## src/rtl/forward_ctrl.sv

```systemverilog
// ---------------------------------------------------------------------------
// forward_ctrl
//
// Hazard controller for the EX-stage operand forwarding muxes and the
// load-use stall of the 5-stage RISC-V pipeline. The block keeps its own
// shadow copy of the destination-register state held in the ID/EX, EX/MEM
// and MEM/WB pipeline registers. From that state it selects the source of
// each EX operand and decides when IF/ID has to be held. It also counts
// stall cycles for performance debug.
//
// Ports
//   clk           rising-edge clock
//   reset         synchronous, active-high reset
//   id_valid      ID stage holds a real instruction
//   id_rs1/rs2    source registers of the ID instruction
//   id_uses_rs1/2 ID instruction actually reads rs1 / rs2
//   id_rd         destination register of the ID instruction
//   id_reg_write  ID instruction writes rd
//   id_mem_read   ID instruction is a load
//   flush         taken branch/jump in EX: kill the ID instruction
//   stall         hold PC and IF/ID and insert a bubble into EX
//   forward_a     operand-A select: 00 regfile, 01 EX/MEM, 10 MEM/WB
//   forward_b     operand-B select, same encoding
//   stall_count   saturating count of stall cycles since reset
// ---------------------------------------------------------------------------
module forward_ctrl #(
   parameter int REG_AW = 5,
   parameter int CNT_W  = 32
) (
   input  logic              clk,
   input  logic              reset,
   input  logic              id_valid,
   input  logic [REG_AW-1:0] id_rs1,
   input  logic [REG_AW-1:0] id_rs2,
   input  logic              id_uses_rs1,
   input  logic              id_uses_rs2,
   input  logic [REG_AW-1:0] id_rd,
   input  logic              id_reg_write,
   input  logic              id_mem_read,
   input  logic              flush,
   output logic              stall,
   output logic [1:0]        forward_a,
   output logic [1:0]        forward_b,
   output logic [CNT_W-1:0]  stall_count
);

   localparam logic [1:0] FWD_RF  = 2'b00;
   localparam logic [1:0] FWD_MEM = 2'b01;
   localparam logic [1:0] FWD_WB  = 2'b10;

   // EX record (mirror of ID/EX)
   logic              ex_valid_q,     ex_valid_d;
   logic              ex_uses_rs1_q,  ex_uses_rs1_d;
   logic              ex_uses_rs2_q,  ex_uses_rs2_d;
   logic              ex_reg_write_q, ex_reg_write_d;
   logic              ex_mem_read_q,  ex_mem_read_d;
   logic [REG_AW-1:0] ex_rs1_q,       ex_rs1_d;
   logic [REG_AW-1:0] ex_rs2_q,       ex_rs2_d;
   logic [REG_AW-1:0] ex_rd_q,        ex_rd_d;

   // MEM record (mirror of EX/MEM)
   logic              mem_valid_q,     mem_valid_d;
   logic              mem_reg_write_q, mem_reg_write_d;
   logic [REG_AW-1:0] mem_rd_q,        mem_rd_d;

   // WB record (mirror of MEM/WB)
   logic              wb_valid_q,     wb_valid_d;
   logic              wb_reg_write_q, wb_reg_write_d;
   logic [REG_AW-1:0] wb_rd_q,        wb_rd_d;

   logic [CNT_W-1:0]  stall_count_q,  stall_count_d;

   logic              hazard_rs1;
   logic              hazard_rs2;
   logic              stall_c;
   logic              issue;

   // A stage supplies register r only if it really writes it; x0 never
   // carries a forwarded value because it reads as zero.
   function automatic logic is_writer(
      input logic              valid,
      input logic              reg_write,
      input logic [REG_AW-1:0] rd,
      input logic [REG_AW-1:0] r
   );
      return valid & reg_write & (rd != '0) & (rd == r);
   endfunction

   // The newest producer wins: EX/MEM is checked before MEM/WB.
   function automatic logic [1:0] fwd_select(
      input logic              gate,
      input logic [REG_AW-1:0] src,
      input logic              m_valid,
      input logic              m_reg_write,
      input logic [REG_AW-1:0] m_rd,
      input logic              w_valid,
      input logic              w_reg_write,
      input logic [REG_AW-1:0] w_rd
   );
      logic [1:0] sel;
      sel = FWD_RF;
      if (gate) begin
         if (is_writer(m_valid, m_reg_write, m_rd, src)) begin
            sel = FWD_MEM;
         end else if (is_writer(w_valid, w_reg_write, w_rd, src)) begin
            sel = FWD_WB;
         end
      end
      return sel;
   endfunction

   // Load-use detection: a load in EX whose result the ID instruction
   // needs cannot be forwarded in time, so ID waits one cycle. A flush
   // kills the ID instruction, so there is nothing to wait for.
   always_comb begin
      hazard_rs1 = id_uses_rs1 & (id_rs1 == ex_rd_q);
      hazard_rs2 = id_uses_rs2 & (id_rs2 == ex_rd_q);
      stall_c    = ~flush & id_valid & ex_valid_q & ex_mem_read_q &
                   (ex_rd_q != '0) & (hazard_rs1 | hazard_rs2);
      issue      = id_valid & ~stall_c & ~flush;
   end

   assign stall = stall_c;

   // ID -> EX: a stalled or flushed instruction becomes a bubble with all
   // flags cleared. Register fields are copied regardless; they are only
   // looked at through the flags.
   always_comb begin
      ex_valid_d     = issue;
      ex_uses_rs1_d  = issue & id_uses_rs1;
      ex_uses_rs2_d  = issue & id_uses_rs2;
      ex_reg_write_d = issue & id_reg_write;
      ex_mem_read_d  = issue & id_mem_read;
      ex_rs1_d       = id_rs1;
      ex_rs2_d       = id_rs2;
      ex_rd_d        = id_rd;
   end

   // EX -> MEM -> WB advance unconditionally every cycle.
   always_comb begin
      mem_valid_d     = ex_valid_q;
      mem_reg_write_d = ex_reg_write_q;
      mem_rd_d        = ex_rd_q;
      wb_valid_d      = mem_valid_q;
      wb_reg_write_d  = mem_reg_write_q;
      wb_rd_d         = mem_rd_q;
   end

   // Saturating stall counter: holds at all-ones instead of wrapping.
   always_comb begin
      stall_count_d = stall_count_q;
      if (stall_c && (stall_count_q != '1)) begin
         stall_count_d = stall_count_q + CNT_W'(1);
      end
   end

   // Control state: validity and flags of every record, plus the counter.
   always_ff @(posedge clk) begin
      if (reset) begin
         ex_valid_q      <= 1'b0;
         ex_uses_rs1_q   <= 1'b0;
         ex_uses_rs2_q   <= 1'b0;
         ex_reg_write_q  <= 1'b0;
         ex_mem_read_q   <= 1'b0;
         mem_valid_q     <= 1'b0;
         mem_reg_write_q <= 1'b0;
         wb_valid_q      <= 1'b0;
         wb_reg_write_q  <= 1'b0;
         stall_count_q   <= '0;
      end else begin
         ex_valid_q      <= ex_valid_d;
         ex_uses_rs1_q   <= ex_uses_rs1_d;
         ex_uses_rs2_q   <= ex_uses_rs2_d;
         ex_reg_write_q  <= ex_reg_write_d;
         ex_mem_read_q   <= ex_mem_read_d;
         mem_valid_q     <= mem_valid_d;
         mem_reg_write_q <= mem_reg_write_d;
         wb_valid_q      <= wb_valid_d;
         wb_reg_write_q  <= wb_reg_write_d;
         stall_count_q   <= stall_count_d;
      end
   end

   // Register-number fields: meaningless while the matching valid is low,
   // so they need no reset.
   always_ff @(posedge clk) begin
      ex_rs1_q <= ex_rs1_d;
      ex_rs2_q <= ex_rs2_d;
      ex_rd_q  <= ex_rd_d;
      mem_rd_q <= mem_rd_d;
      wb_rd_q  <= wb_rd_d;
   end

   // Forward selects come only from registered state, so they settle
   // early in the cycle.
   always_comb begin
      forward_a = fwd_select(ex_valid_q & ex_uses_rs1_q, ex_rs1_q,
                             mem_valid_q, mem_reg_write_q, mem_rd_q,
                             wb_valid_q, wb_reg_write_q, wb_rd_q);
      forward_b = fwd_select(ex_valid_q & ex_uses_rs2_q, ex_rs2_q,
                             mem_valid_q, mem_reg_write_q, mem_rd_q,
                             wb_valid_q, wb_reg_write_q, wb_rd_q);
   end

   assign stall_count = stall_count_q;

endmodule

```

## config.mk

```make
export PLATFORM = sky130hd
export DESIGN_NAME = forward_ctrl
export DESIGN_NICKNAME = d
export VERILOG_FILES = /design/src/rtl/forward_ctrl.sv
export SDC_FILE = /design/constraint.sdc
export NUM_CORES = 1
export LEC_CHECK = 0
export BUFFER_PORTS_ARGS = -buffer_cell sky130_fd_sc_hd__buf_2
export CORE_AREA = 2 2 80 82
export DETAILED_ROUTE_END_ITERATION = 7
export DIE_AREA = 0 0 82 84
export PLACE_DENSITY = 0.73
export SLEW_MARGIN = 20
export SYNTH_ARGS = -nofsm -noshare
export SYNTH_HDL_FRONTEND = slang
export SYNTH_SLANG_ARGS = --single-unit
```

## constraint.sdc

```tcl
create_clock -name clk -period 1.8 [get_ports clk]
set_input_delay 0 -clock clk [delete_from_list [all_inputs] [get_ports clk]]
set_output_delay 0 -clock clk [all_outputs]
set_load 0.1 [all_outputs]
```

## Word-level counts from Yosys, hierarchy flattened

Cells that the tools add are included.

- Add/sub/neg operators: 1
- Eq/ne operators: 7
- Mux-type cells: 6
- Bitwise operators: 26
- Reductions and logical operators: 4

Operators by type and width:

| operator | count |
|---|---|
| adder 32 x 1 -> 32 bit, second input constant | 1 |
| != test 32 bit, second input constant | 1 |
| == test 5 bit | 6 |
| bitwise AND 1 bit | 23 |
| nonzero test 5 bit | 3 |
| two-way mux 2 bit | 6 |
| NOT 1 bit | 2 |
| logical AND 1 bit | 1 |
| OR 1 bit | 1 |

- Register bits: 66
- Input port bits: 23
- Output and inout bits: 37
- Logic and storage cells: 59

## Longest topological paths before layout

Gate-level depths: netlist of run 1.

- Depth in word-level cells: 10
- Depth in mapped cells: 9
- Mapped depth without buffers: 7

## Worst setup path after synthesis of run 1

OpenSTA, ideal clock, no wires.

- Kind: flip-flop to output port
- Start: register mem_rd_q[1]
- End: output port forward_a[1]
- Data arrival time: 3,194 ps
- Data required time: 1,800 ps
- Slack: -1,394 ps
- Stages on the path, launching flop included: 5
- Path buffers: 0
- Path through: dfxtp_1 > or4_1 > o211ai_1 > nor4_1 > nor3_1

- Longest elaborated chain between the ends: 5
- Elaborated cells on any way between the ends: 6
- Those cells by class: 1 x eq/ne; 2 x mux; 2 x bitwise; 1 x reduce/logical

Ends and longest elaborated chain:

| element | RTL line | RTL |
|---|---|---|
| start: declaration | 64 | `logic [REG_AW-1:0] mem_rd_q, mem_rd_d;` |
| start signal: assignment | 190 | `mem_rd_q <= mem_rd_d;` |
| nonzero test 5 bit | 86 | `return valid & reg_write & (rd != '0) & (rd == r);` |
| bitwise AND 1 bit | 86 |  |
| bitwise AND 1 bit * | 86 |  |
| two-way mux 2 bit * | 103 | `if (is_writer(m_valid, m_reg_write, m_rd, src)) begin` |
| two-way mux 2 bit * | 102 | `if (gate) begin` |
| end: declaration | 42 | `output logic [1:0] forward_a,` |

Mark *: on every way between the ends. The rest lies on a longest branch, timed or not.

## Worst setup path after layout of run 1

- Start: register ex_rd_q[3]
- End: register stall_count_q[11], in the netlist stall_count[11]

- Longest elaborated chain between the ends: 5
- Elaborated cells on any way between the ends: 9
- Those cells by class: 2 x eq/ne; 5 x bitwise; 2 x reduce/logical

Ends and longest elaborated chain:

| element | RTL line | RTL |
|---|---|---|
| start: declaration | 59 | `logic [REG_AW-1:0] ex_rd_q, ex_rd_d;` |
| start signal: assignment | 189 | `ex_rd_q <= ex_rd_d;` |
| == test 5 bit (on tied branches) | 116, 117 |  |
| bitwise AND 1 bit (on tied branches) | 116, 117 |  |
| OR 1 bit | 119 | `(ex_rd_q != '0) & (hazard_rs1 \| hazard_rs2);` |
| bitwise AND 1 bit * | 119 |  |
| logical AND 1 bit * | 152 | `if (stall_c && (stall_count_q != '1)) begin` |
| end signal: assignment | 180 | `stall_count_q <= stall_count_d;` |
| end: declaration | 71 | `logic [CNT_W-1:0] stall_count_q, stall_count_d;` |

Marked as above.
A chain may end at the register's enable or synchronous reset.

==> results of run 1 <==
-- kinds of logic (layout without fill, tap and decap cells) --
group / count (synthesis) / count (layout) / synth area share
and+or+nand+nor: 131 / 133 / 0.266
DFF: 66 / 66 / 0.472
AOI/OAI and AO/OA: 40 / 40 / 0.0920
xor gates and xnor gates: 36 / 36 / 0.113
buffers and inverters: 12 / 182 / 0.0214
muxes: 8 / 8 / 0.0317
adders and majority gates: 1 / 1 / 0.00447
-- flip-flops by register name, summed over array words and instances, names as in the netlist --
name / cells
ex_mem_read_q: 1
ex_rd_q: 5
ex_reg_write_q: 1
ex_rs1_q: 5
ex_rs2_q: 5
ex_uses_rs1_q: 1
ex_uses_rs2_q: 1
ex_valid_q: 1
mem_rd_q: 5
mem_reg_write_q: 1
mem_valid_q: 1
stall_count: 32
wb_rd_q: 5
wb_reg_write_q: 1
wb_valid_q: 1
-- synth_stat cells (4+ instances only) --
cell	number
sky130_fd_sc_hd__xnor2_1	18
sky130_fd_sc_hd__nor2_1	19
sky130_fd_sc_hd__xor2_1	18
sky130_fd_sc_hd__nand3_1	13
sky130_fd_sc_hd__nand4_1	15
sky130_fd_sc_hd__nor3_1	4
sky130_fd_sc_hd__dfxtp_1	66
sky130_fd_sc_hd__inv_1	5
sky130_fd_sc_hd__nand2_1	19
sky130_fd_sc_hd__mux2_2	7
sky130_fd_sc_hd__nor4_1	11
sky130_fd_sc_hd__nor2b_1	12
sky130_fd_sc_hd__o31ai_1	11
sky130_fd_sc_hd__and3_1	4
sky130_fd_sc_hd__a21oi_1	17
sky130_fd_sc_hd__or4_1	14
sky130_fd_sc_hd__and2_1	6
sky130_fd_sc_hd__or3_1	8
sky130_fd_sc_hd__o21ai_0	7
-- cell type report --
class | instances | area (um^2)
inverters | 5 | 22.5
clock buffers | 11 | 174
well taps | 77 | 96.3
clock inverters | 5 | 31.3
multi-input cells | 218 | 1860
fillers | 309 | 1170
repair buffers | 161 | 1270
flip-flops and latches | 66 | 1460
-- how the worst min path moves through the flow --
stage | slack [ps] | to | depth (start not counted)
2_1_floorplan | 30 | ex_rd_q[2]$_DFF_P_ | 0
3_3_place_gp | 100 | ex_rd_q[3]$_DFF_P_ | 1
3_5_place_dp | 100 | ex_rd_q[3]$_DFF_P_ | 1
4_1_cts | 240 | stall_count[18]$_SDFFE_PP0P_ | 2
5_1_grt | 280 | ex_rd_q[2]$_DFF_P_ | 2
6_report | 280 | ex_rd_q[2]$_DFF_P_ | 2
-- power by group --
group,total [mW],switching [mW],internal (mW)
sequential,1.49,0.0412,1.45
clock,1.29,0.625,0.667
combinational,0.241,0.116,0.125
-- metal layers --
metal | wire (um) | vias up
met5 | 0 | -
met4 | 567 | 0
met3 | 721 | 50
met2 | 5620 | 176
met1 | 4290 | 1500
li1 | - | 1423
-- what timing repair did --
item | CTS | global route
buffers inserted | 20 | 5
resized for setup | 63 | 27
setup endpoints to repair | 40 | 42
hold buffers | 21 | 0
cloned | 2 | 0
pin swaps | 46 | 23
hold endpoints to repair | 20 | 0
-- metrics by stage --
| stage | hold slack (ps) | utilization |
|---|---|---|
| 2_1_floorplan | 27.7 | - |
| 3_3_place_gp | 105 | 0.632 |
| 3_5_place_dp | 105 | 0.632 |
| 4_1_cts | 241 | 0.781 |
| 5_1_grt | 281 | 0.807 |
| 6_report | 281 | 0.807 |
==> report_table.html, run 1 <==
<table>
<tr><th>Metric</th><th>Value</th></tr>
<tr><th colspan="2">Outcome</th></tr>
<tr><td>Run status</td><td>finished, violations left</td></tr>
<tr><td>Violations in the final reports</td><td>negative setup slack</td></tr>
<tr><th colspan="2">Synth</th></tr>
<tr><td>Sequential element share of the synthesized area</td><td>0.472</td></tr>
<tr><td>Cell Area, Synth</td><td>2800 um^2</td></tr>
<tr><td>Share of synthesized flip-flops with an asynchronous set or reset</td><td>0</td></tr>
<tr><td>Synthesis warning total</td><td>0</td></tr>
<tr><td>Largest cells by area after synthesis</td><td>sky130_fd_sc_hd__dfxtp_1 47%, sky130_fd_sc_hd__xnor2_1 5.6%, sky130_fd_sc_hd__xor2_1 5.6%</td></tr>
<tr><td>Post-synth cell types</td><td>33</td></tr>
<tr><td>Fraction of synthesized cell area taken by the top area cell type</td><td>0.472</td></tr>
<tr><td>Largest area contributor in the netlist</td><td>sky130_fd_sc_hd__dfxtp_1</td></tr>
<tr><td>Mapped Nets</td><td>318</td></tr>
<tr><td>Number of flip-flops and latches in the synthesized netlist</td><td>66</td></tr>
<tr><td>Number of enable flip-flop cells after synthesis</td><td>0</td></tr>
<tr><td>Dominant register cell in the synthesized netlist</td><td>sky130_fd_sc_hd__dfxtp_1</td></tr>
<tr><td>Average instance area after synthesis</td><td>9.53 um^2</td></tr>
<tr><td>Gate count of the mapped netlist</td><td>294</td></tr>
<tr><th colspan="2">Clock tree</th></tr>
<tr><td>TritonCTS buffer count</td><td>9</td></tr>
<tr><td>CTS clk-pin slew, worst paths</td><td>80 ps</td></tr>
<tr><td>CTS tree</td><td>built</td></tr>
<tr><td>Worst skew pair latency</td><td>350 ps</td></tr>
<tr><td>CTS sink cnt</td><td>66</td></tr>
<tr><td>Root buf cell</td><td>sky130_fd_sc_hd__clkbuf_8</td></tr>
<tr><td>Number of buffers on the longest clock path</td><td>2</td></tr>
<tr><td># H-tree levels</td><td>3</td></tr>
<tr><th colspan="2">Worst setup path</th></tr>
<tr><td>Worst EP required</td><td>2060 ps</td></tr>
<tr><td>Total stage count of the critical path</td><td>7</td></tr>
<tr><td>Longest individual stage delay on the worst path</td><td>480 ps</td></tr>
<tr><td>Worst setup path startpoint</td><td>ex_rd_q[3]$_DFF_P_</td></tr>
<tr><td>R2r worst-path depth</td><td>7</td></tr>
<tr><td>Startpoint types</td><td>flop</td></tr>
<tr><td>Data arrival time of the critical path</td><td>2370 ps</td></tr>
<tr><td>Critical register-to-register path endpoint</td><td>stall_count[11]$_SDFFE_PP0P_</td></tr>
<tr><td>Reg2Reg Setup Slack</td><td>-310 ps</td></tr>
<tr><td>Critical-path top delay cell</td><td>sky130_fd_sc_hd__or4_4</td></tr>
<tr><td>Critical path cell sequence</td><td>xnor2_1 &gt; nand4_1 &gt; o22ai_4 &gt; nand3_4 &gt; buf_6 &gt; or4_4 &gt; a21oi_2</td></tr>
<tr><td>Termination of the worst setup path</td><td>stall_count[11]$_SDFFE_PP0P_</td></tr>
<tr><td>Crit path buffers/inverters</td><td>1</td></tr>
<tr><td>Nature of the critical path endpoint</td><td>flop</td></tr>
<tr><td>CP top delay family</td><td>simple AND/OR/NAND/NOR gates</td></tr>
<tr><td>Category of the most critical setup path</td><td>reg2reg</td></tr>
<tr><td>Beginning of the worst register-to-register path</td><td>ex_rd_q[3]$_DFF_P_</td></tr>
<tr><td>Max FO, Critical Path</td><td>7</td></tr>
<tr><th colspan="2">Place</th></tr>
<tr><td>Final Wtd Congestion</td><td>0.761</td></tr>
<tr><td>Cell total after placement</td><td>479</td></tr>
<tr><td>Area of placed instances</td><td>3850 um^2</td></tr>
<tr><td>Worst setup timing slack at the placement stage</td><td>-202 ps</td></tr>
<tr><td>Number of buffers added on ports</td><td>59</td></tr>
<tr><td>HPWL Detailed</td><td>5.26 mm</td></tr>
<tr><th colspan="2">Routing</th></tr>
<tr><td>Number of detailed-route iterations in the first pass</td><td>4</td></tr>
<tr><td>Detail Route Antenna Nets</td><td>0</td></tr>
<tr><td>Number of remaining DRC errors</td><td>0</td></tr>
<tr><td>Vias per cell</td><td>5.80</td></tr>
<tr><td>Violation count after the first detailed-routing iteration</td><td>207</td></tr>
<tr><td>Wirelength, routed</td><td>11.2 mm</td></tr>
<tr><td>Per-cell routed wire length</td><td>20.6 um</td></tr>
<tr><td>Via Count</td><td>3149</td></tr>
<tr><th colspan="2">Cells and area</th></tr>
<tr><td>Layout net count</td><td>485</td></tr>
<tr><td>Ratio of cells with drive above 1 in the final layout</td><td>0.558</td></tr>
<tr><td>Layout area overhead</td><td>75.7%</td></tr>
<tr><td>Non-filler instance count after layout</td><td>543</td></tr>
<tr><td>Final non-filler cell area</td><td>4920 um^2</td></tr>
<tr><td>Most used cells in the layout excluding fill and tap cells</td><td>63 x sky130_fd_sc_hd__buf_4, 54 x sky130_fd_sc_hd__buf_2, 35 x sky130_fd_sc_hd__dfxtp_4, 26 x sky130_fd_sc_hd__dfxtp_1, 21 x sky130_fd_sc_hd__dlygate4sd3_1</td></tr>
<tr><td>Antenna diode count</td><td>0</td></tr>
<tr><td>Most common cell after layout, fill and taps aside</td><td>sky130_fd_sc_hd__buf_4</td></tr>
<tr><th colspan="2">Global route</th></tr>
<tr><td>Met1 track demand over resource in global routing</td><td>0.357</td></tr>
<tr><td>Global Route met3 Usage</td><td>0.0671</td></tr>
<tr><td>Wire length of the first global-routing pass</td><td>15.7 mm</td></tr>
<tr><td>Pin count of the biggest net entering global routing</td><td>46</td></tr>
<tr><td>Initial antenna violation count</td><td>0</td></tr>
<tr><td>Top Usage Layer GRT</td><td>met2</td></tr>
<tr><td>Overall Global Routing Usage</td><td>0.304</td></tr>
<tr><td>Total global routing overflow</td><td>0</td></tr>
<tr><td>Fraction of met2 tracks used by global routing</td><td>0.527</td></tr>
<tr><td>Number of global-route vias before repair</td><td>3069</td></tr>
<tr><th colspan="2">Worst hold path</th></tr>
<tr><td>Worst hold path class</td><td>in2reg</td></tr>
<tr><td>Hold path startpoint</td><td>id_rd[2]</td></tr>
<tr><th colspan="2">Timing</th></tr>
<tr><td>Least setup slack across all paths after layout</td><td>-308 ps</td></tr>
<tr><td>Fin crit period</td><td>2110 ps</td></tr>
<tr><td>Count of pins over their slew limit</td><td>0</td></tr>
<tr><td>Highest Clock Rate</td><td>474 MHz</td></tr>
<tr><td>Slew of the pin with the lowest slew margin</td><td>935 ps</td></tr>
<tr><td>Relative max-transition margin</td><td>0.377</td></tr>
<tr><td>Setup clock skew after layout</td><td>5.41 ps</td></tr>
<tr><td>Final Hold Viols</td><td>0</td></tr>
<tr><td>Share of the clock period used by the worst path after layout</td><td>1.17</td></tr>
<tr><td>Final setup violation count</td><td>42</td></tr>
<tr><td>Setup repair after global routing missed its margin</td><td>yes</td></tr>
<tr><td>Final setup TNS</td><td>-9240 ps</td></tr>
<tr><th colspan="2">Run</th></tr>
<tr><td>Max-cap check violation count</td><td>0</td></tr>
<tr><th colspan="2">Die</th></tr>
<tr><td>X dimension of the die</td><td>82 um</td></tr>
<tr><td>Count of pins on the block boundary</td><td>60</td></tr>
<tr><td>Vert. Die Dim</td><td>84 um</td></tr>
<tr><td>Floorplan die area</td><td>6890 um^2</td></tr>
<tr><td>Initial standard-cell utilization of the core</td><td>0.460</td></tr>
<tr><td>Core ar.</td><td>6100 um^2</td></tr>
<tr><td>Number of standard-cell rows in the floorplan</td><td>29</td></tr>
<tr><th colspan="2">Power and ir drop</th></tr>
<tr><td>Post-layout total power</td><td>3.02 mW</td></tr>
<tr><td>Total power per unit cell area</td><td>614 nW/um^2</td></tr>
<tr><td>Leakage power of the design</td><td>2.04 nW</td></tr>
<tr><td>IR drop worst, VDD</td><td>0.000501 V</td></tr>
</table>
Note: power is estimated with default switching activity, not from simulation.
==> inputs of run 2 (changes only) <==
- BUFFER_PORTS_ARGS: -buffer_cell sky130_fd_sc_hd__buf_2 -> -buffer_cell sky130_fd_sc_hd__buf_4
- CTS_CLUSTER_SIZE: default -> 10
==> run 2 against run 1 <==
  * The flow still finishes with violations (negative setup slack)
  * Total power is 6.1% higher
  * Critical path depth is 2 higher
  * Sequential share of layout area is 1.1 points lower
  * Largest cell class unchanged
  * First-iteration DRC count is 54% higher
  * Non-clock buffer count is 4 higher
  * Core utilization is 3.0 points higher
  * Sequential cell count stayed put
==> report_table.html, run 2 (synthesis gave the netlist of run 1 again) <==
<table>
<tr><th>Metric</th><th>Value</th></tr>
<tr><th colspan="2">Outcome</th></tr>
<tr><td>Run status</td><td>finished, violations left</td></tr>
<tr><td>Violations in the final reports</td><td>negative setup slack</td></tr>
<tr><th colspan="2">Clock tree</th></tr>
<tr><td># H-tree levels</td><td>3 (unchanged)</td></tr>
<tr><td>TritonCTS buffer count</td><td>9 (unchanged)</td></tr>
<tr><td>CTS sink cnt</td><td>66 (unchanged)</td></tr>
<tr><td>Root buf cell</td><td>sky130_fd_sc_hd__clkbuf_8</td></tr>
<tr><td>CTS clk-pin slew, worst paths</td><td>80 ps (about the same)</td></tr>
<tr><td>Number of buffers on the longest clock path</td><td>2 (unchanged)</td></tr>
<tr><td>Worst skew pair latency</td><td>360 ps (about the same)</td></tr>
<tr><td>CTS tree</td><td>built</td></tr>
<tr><th colspan="2">Cells and area</th></tr>
<tr><td>Max reg flops</td><td>32 (unchanged)</td></tr>
<tr><td>Sequential cell area</td><td>1460 um^2 (-0.17%)</td></tr>
<tr><td>Ratio of cells with drive above 1 in the final layout</td><td>0.557 (about the same)</td></tr>
<tr><td>Area used by multi-input combinational logic</td><td>1860 um^2 (-0.13%)</td></tr>
<tr><td>Most common cell after layout, fill and taps aside</td><td>sky130_fd_sc_hd__buf_4</td></tr>
<tr><td>Most used cells in the layout excluding fill and tap cells</td><td>121 x sky130_fd_sc_hd__buf_4, 33 x sky130_fd_sc_hd__dfxtp_4, 24 x sky130_fd_sc_hd__dfxtp_1, 21 x sky130_fd_sc_hd__dlygate4sd3_1</td></tr>
<tr><td>Layout net count</td><td>489 (+0.82%)</td></tr>
<tr><td>Utilization after layout</td><td>0.837 (+0.0296)</td></tr>
<tr><td>Antenna diode count</td><td>0 (unchanged)</td></tr>
<tr><td>Layout area overhead</td><td>82.1%</td></tr>
<tr><td>Count of filler cells inserted in the layout</td><td>292 (-5.5%)</td></tr>
<tr><th colspan="2">Worst setup path</th></tr>
<tr><td>Longest individual stage delay on the worst path</td><td>350 ps (-130 ps)</td></tr>
<tr><td>CP top delay family</td><td>simple AND/OR/NAND/NOR gates</td></tr>
<tr><td>Worst EP required</td><td>2080 ps (+20 ps)</td></tr>
<tr><td>Startpoint types</td><td>flop</td></tr>
<tr><td>Most common cell on crit path</td><td>sky130_fd_sc_hd__buf_6</td></tr>
<tr><td>Max FO, Critical Path</td><td>8 (+1)</td></tr>
<tr><td>Critical-path top delay cell</td><td>sky130_fd_sc_hd__dfxtp_2</td></tr>
<tr><td>Data arrival time of the critical path</td><td>2450 ps (+80 ps)</td></tr>
<tr><td>Critical path cell sequence</td><td>buf_6 &gt; xnor2_2 &gt; nand2_2 &gt; o22ai_4 &gt; nand3_4 &gt; buf_12 &gt; buf_6 &gt; or3_4 &gt; a21oi_2</td></tr>
<tr><td>Category of the most critical setup path</td><td>reg2reg</td></tr>
<tr><td>Crit path buffers/inverters</td><td>3 (+2)</td></tr>
<tr><td>Nature of the critical path endpoint</td><td>flop</td></tr>
<tr><th colspan="2">Timing</th></tr>
<tr><td>Setup clock skew after layout</td><td>13.2 ps (+7.83 ps)</td></tr>
<tr><td>Final Hold Viols</td><td>0 (unchanged)</td></tr>
<tr><td>Fin crit period</td><td>2170 ps (+62.5 ps)</td></tr>
<tr><td>Least setup slack across all paths after layout</td><td>-371 ps (-62.5 ps)</td></tr>
<tr><td>Final setup violation count</td><td>41 (-2.4%)</td></tr>
<tr><td>Final setup TNS</td><td>-9510 ps (-272 ps)</td></tr>
<tr><td>Slew of the pin with the lowest slew margin</td><td>534 ps (-401 ps)</td></tr>
<tr><td>Highest Clock Rate</td><td>461 MHz (-2.9%)</td></tr>
<tr><td>Count of pins over their slew limit</td><td>0 (unchanged)</td></tr>
<tr><td>Worst hold-check slack</td><td>113 ps (-168 ps)</td></tr>
<tr><td>Share of the clock period used by the worst path after layout</td><td>1.21 (+0.0347)</td></tr>
<tr><td>Relative max-transition margin</td><td>0.640 (+0.264)</td></tr>
<tr><td>Setup repair after global routing missed its margin</td><td>yes</td></tr>
<tr><th colspan="2">Die</th></tr>
<tr><td>Floorplan die area</td><td>6890 um^2 (unchanged)</td></tr>
<tr><td>Vert. Die Dim</td><td>84 um (unchanged)</td></tr>
<tr><td>Number of standard-cell rows in the floorplan</td><td>29 (unchanged)</td></tr>
<tr><td>X dimension of the die</td><td>82 um (unchanged)</td></tr>
<tr><td>Core ar.</td><td>6100 um^2 (unchanged)</td></tr>
<tr><td>Count of pins on the block boundary</td><td>60 (unchanged)</td></tr>
<tr><td>Initial standard-cell utilization of the core</td><td>0.460 (unchanged)</td></tr>
<tr><th colspan="2">Routing</th></tr>
<tr><td>Number of detailed-route iterations in the first pass</td><td>5 (+1)</td></tr>
<tr><td>Wirelength, routed</td><td>12.3 mm (+10%)</td></tr>
<tr><td>Detail Route Antenna Nets</td><td>0 (unchanged)</td></tr>
<tr><td>Per-cell routed wire length</td><td>22.5 um (+9.3%)</td></tr>
<tr><td>Number of remaining DRC errors</td><td>0 (unchanged)</td></tr>
<tr><td>Via Count</td><td>3299 (+4.8%)</td></tr>
<tr><td>Violation count after the first detailed-routing iteration</td><td>318 (+54%)</td></tr>
<tr><td>Vias per cell</td><td>6.03 (+4.0%)</td></tr>
<tr><th colspan="2">Global route</th></tr>
<tr><td>Pin count of the biggest net entering global routing</td><td>46 (unchanged)</td></tr>
<tr><td>Number of global-route vias before repair</td><td>3305 (+7.7%)</td></tr>
<tr><td>Overall Global Routing Usage</td><td>0.333 (+0.0289)</td></tr>
<tr><td>Wire length of the first global-routing pass</td><td>17.0 mm (+8.4%)</td></tr>
<tr><td>Total global routing overflow</td><td>0 (unchanged)</td></tr>
<tr><td>Initial antenna violation count</td><td>0 (unchanged)</td></tr>
<tr><th colspan="2">Power and ir drop</th></tr>
<tr><td>IR drop worst, VDD</td><td>0.000644 V (+29%)</td></tr>
<tr><td>Part of the total power dissipated in combinational logic</td><td>0.086 (+0.006)</td></tr>
<tr><td>Switching part of the total</td><td>0.254 (-0.00490)</td></tr>
<tr><td>Sequential group share of total power</td><td>0.464 (-0.029)</td></tr>
<tr><td>Internal portion of total power</td><td>2.39 mW (+6.8%)</td></tr>
<tr><td>Clk network pwr share</td><td>0.450 (+0.022)</td></tr>
<tr><td>Sw power</td><td>0.814 mW (+4.1%)</td></tr>
<tr><td>Leakage power of the design</td><td>2.09 nW (+2.4%)</td></tr>
<tr><td>Total power per unit cell area</td><td>628 nW/um^2 (+2.3%)</td></tr>
<tr><th colspan="2">Place</th></tr>
<tr><td>Number of buffers added on ports</td><td>59 (unchanged)</td></tr>
<tr><td>HPWL Detailed</td><td>5.43 mm (+3.2%)</td></tr>
<tr><td>Final Wtd Congestion</td><td>0.764 (+0.47%)</td></tr>
<tr><th colspan="2">Run</th></tr>
<tr><td>Max-cap check violation count</td><td>0 (unchanged)</td></tr>
<tr><th colspan="2">Worst hold path</th></tr>
<tr><td>Worst hold path class</td><td>in2reg</td></tr>
</table>
-- run 2: changes by cell type in the layout (fill, tap and decap cells not counted), sizes merged --
cell / before / now
buf: 140 / 144
clkbuf: 11 / 13
clkinv: 3 / 1
-- run 2: area by class of cell --
cell class,count,share of cell area
Tap cell,77,0.0189
Multi-Input combinational cell,218,0.365
Clock inverter,3,0.00417
Timing Repair Buffer,165,0.280
Inverter,5,0.00442
Clock buffer,13,0.0417
Sequential cell,66,0.286
-- run 2: final timing paths --
kind | start | endpoint | slack [ps] | depth (start not counted)
max reg2reg | ex_rd_q[0]$_DFF_P_ | stall_count[8]$_SDFFE_PP0P_ | -370 | 9
min | reset | stall_count[29]$_SDFFE_PP0P_ | 110 | 2
max | ex_rd_q[0]$_DFF_P_ | stall_count[8]$_SDFFE_PP0P_ | -370 | 9
min reg2reg | mem_rd_q[4]$_DFF_P_ | wb_rd_q[4]$_DFF_P_ | 400 | 0
-- run 2: stage by stage --
stage                     std cells  setup slack (ps)  area [um^2]  total power, mW
after CTS                       539              -230         4900             3.13
after global placement          480              -192         3930             1.68
after global routing            547              -432         5100             3.28
after floorplan                 294              -194         3000             1.60
final                           547              -371         5100             3.20
after detailed placement        480              -306         3930             1.68
-- run 2: power groups by stage --
stage / clock (mW) / sequential, mW / combinational [mW]
3_5_place_dp: 0 / 1.52 / 0.163
3_3_place_gp: 0 / 1.52 / 0.161
6_report: 1.44 / 1.49 / 0.274
5_1_grt: 1.50 / 1.49 / 0.282
2_1_floorplan: 0 / 1.51 / 0.0845
4_1_cts: 1.42 / 1.48 / 0.232
-- run 2: metal layers --
layer  GRT usage  share of wire
met4       0.177          0.057
met5           0              0
met2       0.563           0.50
met1       0.366           0.37
met3      0.0985          0.074
-- run 2: timing repair --
action,in CTS,in global routing
hold buffers,21,0
buffers inserted,19,11
endpoints found under the setup margin,39,42
cloned,3,0
hold endpoints to repair,20,0
pin swaps,26,26
gates resized for setup,66,39
